==> config.mk <==
export PLATFORM = sky130hd
export DESIGN_NAME = uart_tx_arbiter_flat
export DESIGN_NICKNAME = d
export VERILOG_FILES = /design/src/rtl/uart_tx_arbiter_if.sv /design/src/rtl/uart_tx_arbiter.sv /design/src/flat_wrapper.sv
export SDC_FILE = /design/constraint.sdc
export NUM_CORES = 1
export LEC_CHECK = 0
export ABC_AREA = 1
export ABC_CLOCK_PERIOD_IN_PS = 2400
export CORE_ASPECT_RATIO = 2
export CORE_MARGIN = 2
export CORE_UTILIZATION = 23
export CTS_CLUSTER_DIAMETER = 200
export DETAILED_ROUTE_END_ITERATION = 10
export PLACE_DENSITY = 0.41
export RECOVER_POWER = 25
export SLEW_MARGIN = 15
export SYNTH_ARGS = -nofsm -noshare
export SYNTH_HDL_FRONTEND = slang
export SYNTH_SLANG_ARGS = --single-unit
==> constraint.sdc <==
create_clock -name clk -period 2.4 [get_ports clk]
set_input_delay 0.36 -clock clk [delete_from_list [all_inputs] [get_ports clk]]
set_output_delay 0.36 -clock clk [all_outputs]
set_load 0.01 [all_outputs]
==> src/rtl/uart_tx_arbiter_if.sv <==
// Byte-stream handshake between uart_rx/uart_tx and the transmit arbiter.
// master = arbiter side (drives tx_start/tx_data), slave = UART side.
interface uart_tx_arbiter_if;
  logic       rx_done_tick;
  logic [7:0] rx_data;
  logic       tx_done_tick;
  logic       tx_start;
  logic [7:0] tx_data;

  modport master (input rx_done_tick, rx_data, tx_done_tick, output tx_start, tx_data);
  modport slave  (output rx_done_tick, rx_data, tx_done_tick, input tx_start, tx_data);
endinterface

==> src/rtl/uart_tx_arbiter.sv <==
// Round-robin sharing of one UART transmitter between rx echo (FIFO-buffered) and an
// atomic hex report frame of the rx byte count. Define UART_ARB_CRLF_EN to append CR/LF.
module uart_tx_arbiter #(
  parameter int FIFO_DEPTH = 4
) (
  input  logic                clk,
  input  logic                reset_n,
  uart_tx_arbiter_if.master   bus,
  input  logic                loopback_en,
  input  logic                report_req,
  output logic [7:0]          rx_count,
  output logic                fifo_overflow,
  output logic                busy
);
  localparam int AW = $clog2(FIFO_DEPTH);
`ifdef UART_ARB_CRLF_EN
  localparam logic [1:0] LAST = 2'd3;
`else
  localparam logic [1:0] LAST = 2'd1;
`endif

  typedef enum logic [1:0] {IDLE, ECHO_WAIT, REP_LOAD, REP_WAIT} state_t;
  typedef enum logic {GR_ECHO, GR_REPORT} grant_t;

  state_t      state, state_nxt;
  grant_t      last_grant;
  logic [7:0]  mem [FIFO_DEPTH];
  logic [AW:0] wr_ptr, rd_ptr;
  logic        empty, full, push, pop, drop;
  logic        report_pending, in_report;
  logic [7:0]  snap;
  logic [1:0]  idx;
  logic        grant_echo, grant_rep, load_next;
  logic        tx_start_q;
  logic [7:0]  tx_data_q;

  function automatic logic [7:0] hex(input logic [3:0] n);
    return (n < 4'd10) ? 8'h30 + {4'h0, n} : 8'h37 + {4'h0, n};
  endfunction

  function automatic logic [7:0] frame_byte(input logic [7:0] v, input logic [1:0] i);
    case (i)
      2'd0:    return hex(v[7:4]);
      2'd1:    return hex(v[3:0]);
      2'd2:    return 8'h0D;
      default: return 8'h0A;
    endcase
  endfunction

  assign empty     = (wr_ptr == rd_ptr);
  assign full      = (wr_ptr[AW] != rd_ptr[AW]) && (wr_ptr[AW-1:0] == rd_ptr[AW-1:0]);
  assign pop       = grant_echo;
  // A pop in the same cycle frees a slot, so a full FIFO still accepts the byte.
  assign push      = bus.rx_done_tick & loopback_en & (~full | pop);
  assign drop      = bus.rx_done_tick & loopback_en & full & ~pop;
  assign in_report = (state == REP_LOAD) || (state == REP_WAIT);

  always_ff @(posedge clk or negedge reset_n) begin
    if (!reset_n) state <= IDLE;
    else          state <= state_nxt;
  end

  always_comb begin
    state_nxt  = state;
    grant_echo = 1'b0;
    grant_rep  = 1'b0;
    load_next  = 1'b0;
    case (state)
      IDLE: begin
        if (!empty && (!report_pending || last_grant == GR_REPORT)) begin
          grant_echo = 1'b1;
          state_nxt  = ECHO_WAIT;
        end else if (report_pending) begin
          grant_rep = 1'b1;
          state_nxt = REP_LOAD;
        end
      end
      ECHO_WAIT: if (bus.tx_done_tick) state_nxt = IDLE;
      REP_LOAD:  state_nxt = REP_WAIT;
      REP_WAIT: begin
        if (bus.tx_done_tick) begin
          if (idx == LAST) state_nxt = IDLE;
          else begin
            load_next = 1'b1;
            state_nxt = REP_LOAD;
          end
        end
      end
      default: state_nxt = IDLE;
    endcase
  end

  // tx_start is registered off the grant/advance, so it coincides with ECHO_WAIT entry
  // or with the single REP_LOAD cycle.
  always_ff @(posedge clk or negedge reset_n) begin
    if (!reset_n) begin
      tx_start_q     <= 1'b0;
      tx_data_q      <= 8'h00;
      snap           <= 8'h00;
      idx            <= 2'd0;
      last_grant     <= GR_REPORT;
      report_pending <= 1'b0;
      rx_count       <= 8'h00;
      fifo_overflow  <= 1'b0;
    end else begin
      tx_start_q <= grant_echo | grant_rep | load_next;
      if (grant_echo)     tx_data_q <= mem[rd_ptr[AW-1:0]];
      else if (grant_rep) tx_data_q <= frame_byte(rx_count, 2'd0);
      else if (load_next) tx_data_q <= frame_byte(snap, idx + 2'd1);
      if (grant_rep) begin
        snap <= rx_count;
        idx  <= 2'd0;
      end else if (load_next) begin
        idx <= idx + 2'd1;
      end
      if (grant_echo)     last_grant <= GR_ECHO;
      else if (grant_rep) last_grant <= GR_REPORT;
      if (grant_rep)                      report_pending <= 1'b0;
      else if (report_req && !in_report)  report_pending <= 1'b1;
      if (bus.rx_done_tick) rx_count <= rx_count + 8'd1;
      if (drop)             fifo_overflow <= 1'b1;
    end
  end

  always_ff @(posedge clk or negedge reset_n) begin
    if (!reset_n) begin
      wr_ptr <= '0;
      rd_ptr <= '0;
    end else begin
      if (push) wr_ptr <= wr_ptr + (AW+1)'(1);
      if (!loopback_en) rd_ptr <= wr_ptr;
      else if (pop)     rd_ptr <= rd_ptr + (AW+1)'(1);
    end
  end

  always_ff @(posedge clk) begin
    if (push) mem[wr_ptr[AW-1:0]] <= bus.rx_data;
  end

  assign bus.tx_start = tx_start_q;
  assign bus.tx_data  = tx_data_q;
  assign busy         = (state != IDLE);
endmodule
==> src/flat_wrapper.sv <==
// flat-port wrapper written by rule: the top's interface ports become plain ports
module uart_tx_arbiter_flat 
#(
  parameter int FIFO_DEPTH = 4
)
  (clk, reset_n, loopback_en, report_req, rx_count, fifo_overflow, busy, bus_rx_done_tick, bus_rx_data, bus_tx_done_tick, bus_tx_start, bus_tx_data);
  uart_tx_arbiter_if bus_i ();
  input  logic clk;
  input  logic reset_n;
  input  logic loopback_en;
  input  logic report_req;
  output logic [7:0] rx_count;
  output logic fifo_overflow;
  output logic busy;
  input wire logic [$bits(bus_i.rx_done_tick)-1:0] bus_rx_done_tick;
  input wire logic [$bits(bus_i.rx_data)-1:0] bus_rx_data;
  input wire logic [$bits(bus_i.tx_done_tick)-1:0] bus_tx_done_tick;
  output wire logic [$bits(bus_i.tx_start)-1:0] bus_tx_start;
  output wire logic [$bits(bus_i.tx_data)-1:0] bus_tx_data;
  assign bus_i.rx_done_tick = bus_rx_done_tick;
  assign bus_i.rx_data = bus_rx_data;
  assign bus_i.tx_done_tick = bus_tx_done_tick;
  assign bus_tx_start = bus_i.tx_start;
  assign bus_tx_data = bus_i.tx_data;
  uart_tx_arbiter #(.FIFO_DEPTH(FIFO_DEPTH)) u_core (.clk(clk), .reset_n(reset_n), .bus(bus_i), .loopback_en(loopback_en), .report_req(report_req), .rx_count(rx_count), .fifo_overflow(fifo_overflow), .busy(busy));
endmodule
==> metrics <==
status complete, no violations; Antenna Cells 0; Comb pwr share 43.7%; Flop pwr share 32.8%; CTS H-tree depth 3; Hold Fails Final Rpt 0; Top delay family on crit path simple AND/OR/NAND/NOR gates; fin worst setup slack 0.402 ns; largest net degree at the start of global routing 27; worst-skew pair later-pin latency 0.33 ns; Yosys top cell by area edfxtp_1; Max rail drop VDD 0.424 mV; cells after synthesis 400; # IOs 33; grt ovf 0; clock group share of total power 23.5%; total power divided by cell area 1380 nW/um2; Net count, final 469; DP HPWL 7.24 mm; top post-synthesis cells by area edfxtp_1 27%, dfrtp_1 26%, nand2_1 10%, o21ai_0 5.4%, inv_1 5.1%; CP Class register to register; worst hold-check path type register to register; layout cells sized above 1 9.19%; clock buffer depth 2; Syn Area/Cell 8.98 um2; global-route wire length before repair 14.5 mm; CTS tree done; fmax 500 MHz; cell mode on critical path nand2_1; die area 16,700 um2; crit path DAT 2.22 ns; Yosys Warn Count 0; clk root buf clkbuf_16; vias in the first global route 2,788; Die H 181 um; post-CTS setup buffer count 0; DRC Markers 0; Max-Cap Viols 0; CP Cell Sequence inv_1 -> nand2_1 -> nand2_1 -> nand3_2 -> nand3_2 -> buf_4 -> nand2_2 -> nor2_4 -> nor2_1 -> nand2_1 -> nand2_1; Yosys top cell area share 26.7%; period utilization 83.3%; Std-Cell Core Area 15,300 um2; Clock Pin Slew Worst Setup and Hold Paths 0.06 ns; FP Rows 64; worst path required time 2.63 ns; Internal Pwr Total 3.63 mW; min Tclk post-route 2.00 ns; Global Route Usage Sum 11.5%; drt first pass iters 4; Synth-to-Final Area Change 24.9%; slowest CP cell dfrtp_1; unrepaired setup endpoints after global routing false; switching share of power 41.5%; kind of end point of the critical path register; Final setup viols 0; Placer Congestion 0.851; Total Power 6.19 mW; TNS Setup 0 ns; final slew viol count 0; Seq/Total Area, Yosys 53.2%; register bit total from synthesis 70; synthesized cell area 3590 um2; CP bufs+invs 2; final wirelength 9.11 mm; initial antenna violation count 0; Mapped Nets 428; Die W 92.4 um; routed len/inst 14.2 um; filler instances 1,585; Startpoint Class register; Detailed Route Iter0 Violations 142; largest fanout on the critical path 16; leakage 2.00 nW; CTS sink cnt 70; worst slew pin tran 0.954 ns; Distinct cells, synth 33; Via-to-Cell Ratio 4.25; Hold Slack 0.479 ns; pre-CTS setup slack 0.397 ns; post-route ant nets 0; Vias 2,739; Net Sw Power 2.57 mW; crit-path max cell delay 0.51 ns; Clock Skew 0.00424 ns; Rel. slew slack 36.4%; Initial Util 23.5%; IO Port Bufs 32; CTS Buf Count 9
## metrics by stage
step / cell area [um2] / instances / utilization (%)
floorplan: 3590 / 400 / -
global placement: 4150 / 627 / 27.1
detailed placement: 4150 / 627 / 27.1
CTS: 4490 / 644 / 29.4
global route: 4490 / 644 / 29.4
finish: 4490 / 644 / 29.4
## cells in the mapped netlist, drive strengths merged
library cell and count:
o22ai 8, clkbuf 5, nand2 101, a21oi 5, buf 6, nand4 8
or2 1, ha 14, dfrtp 37, xnor2 1, dfstp 1, edfxtp 32
clkinv 1, xor2 9, o221ai 1, o21ai 39, nor2 42, inv 51
nand3 34, o21bai 1, o211ai 1, a22oi 1, nor3 1
## path summary, 6_finish.rpt
kind	startpoint	slack, ns	cells past startpoint	endpoint
setup / recovery	u_core.rd_ptr[1]	0.40	11	u_core.bus.tx_data[0]
hold / removal	u_core.fifo_overflow	0.48	1	u_core.fifo_overflow
setup reg to reg	u_core.rd_ptr[1]	0.40	11	u_core.bus.tx_data[0]
hold reg to reg	u_core.fifo_overflow	0.48	1	u_core.fifo_overflow
max in group asynchronous	reset_n	0.80	3	u_core.last_grant
min in group asynchronous	reset_n	0.69	2	u_core.rx_count[2]
## worst reg2reg max path, cell delays in order, from the launching register on
cell,delay [ns]
dfrtp_1,0.51
inv_1,0.13
nand2_1,0.06
nand2_1,0.10
nand3_2,0.13
nand3_2,0.11
buf_4,0.23
nand2_2,0.12
nor2_4,0.31
nor2_1,0.09
nand2_1,0.07
nand2_1,0.04
## power by group through the flow
stage | clock [mW] | sequential, mW | combinational (mW)
after floorplan | 0 | 1.97 | 1.87
after global placement | 0 | 2.06 | 2.73
after detailed placement | 0 | 2.06 | 2.75
after CTS | 1.49 | 2.05 | 2.77
after global routing | 1.54 | 2.08 | 3.12
final | 1.46 | 2.03 | 2.70
## layout by cell type, fill, tap and decap left out, types with 2 or more instances in the layout
cell and n:
edfxtp_1 32, ha_1 14, nor2_1 37, dfrtp_1 37, nand4_1 8, clkdlybuf4s50_1 23, nand3_1 31, xor2_1 9
nand2_4 2, dlygate4sd3_1 9, o22ai_1 8, nand3_2 2, nand2_2 2, inv_1 49, a21oi_1 5, clkinv_4 2
o21ai_0 39, clkbuf_16 9, buf_4 8, nor2_4 2, nor2_2 3, bufinv_16 2, nand2_1 97
## repair_timing
action	in CTS	in global routing
gates resized for setup	0	0
hold buffers	1	0
setup endpoints to repair	0	0
hold endpoints to repair	16	0
## area by class of cell
| type | instances | area [um2] | area share, % |
|---|---|---|---|
| clock buffers | 9 | 225 | 5.02 |
| inverters | 52 | 198 | 4.40 |
| multi-input cells | 267 | 1420 | 31.5 |
| well taps | 198 | 248 | 5.52 |
| clock inverters | 7 | 105 | 2.34 |
| flip-flops and latches | 70 | 1910 | 42.6 |
| repair buffers | 41 | 384 | 8.56 |
## state kept, by name, indices dropped and copies added, names as in the netlist
name / flops
u_core.rx_count: 8
u_core.fifo_overflow: 1
u_core.last_grant: 1
u_core.rd_ptr: 3
u_core.wr_ptr: 3
u_core.snap: 8
u_core.report_pending: 1
u_core.mem: 32
u_core.bus.tx_start: 1
u_core.bus.tx_data: 8
u_core.state: 2
u_core.idx: 2
## per-layer routing
metal,vias to the layer above,GRT usage [%],wire length (um)
met1,1304,10.4,3160
met3,12,1.79,154
met4,0,5.91,225
met2,33,23.4,5570
met5,-,0,0
li1,1390,-,-
## cell families after synthesis
| kind of cell | synth area share (%) |
|---|---|
| flops | 53.2 |
| buf+inv | 7.35 |
| fa+ha+maj | 4.87 |
| xor+xnor | 2.96 |
| compound gates | 8.39 |
| simple gates | 23.2 |
(Power assumes the default switching activity.)
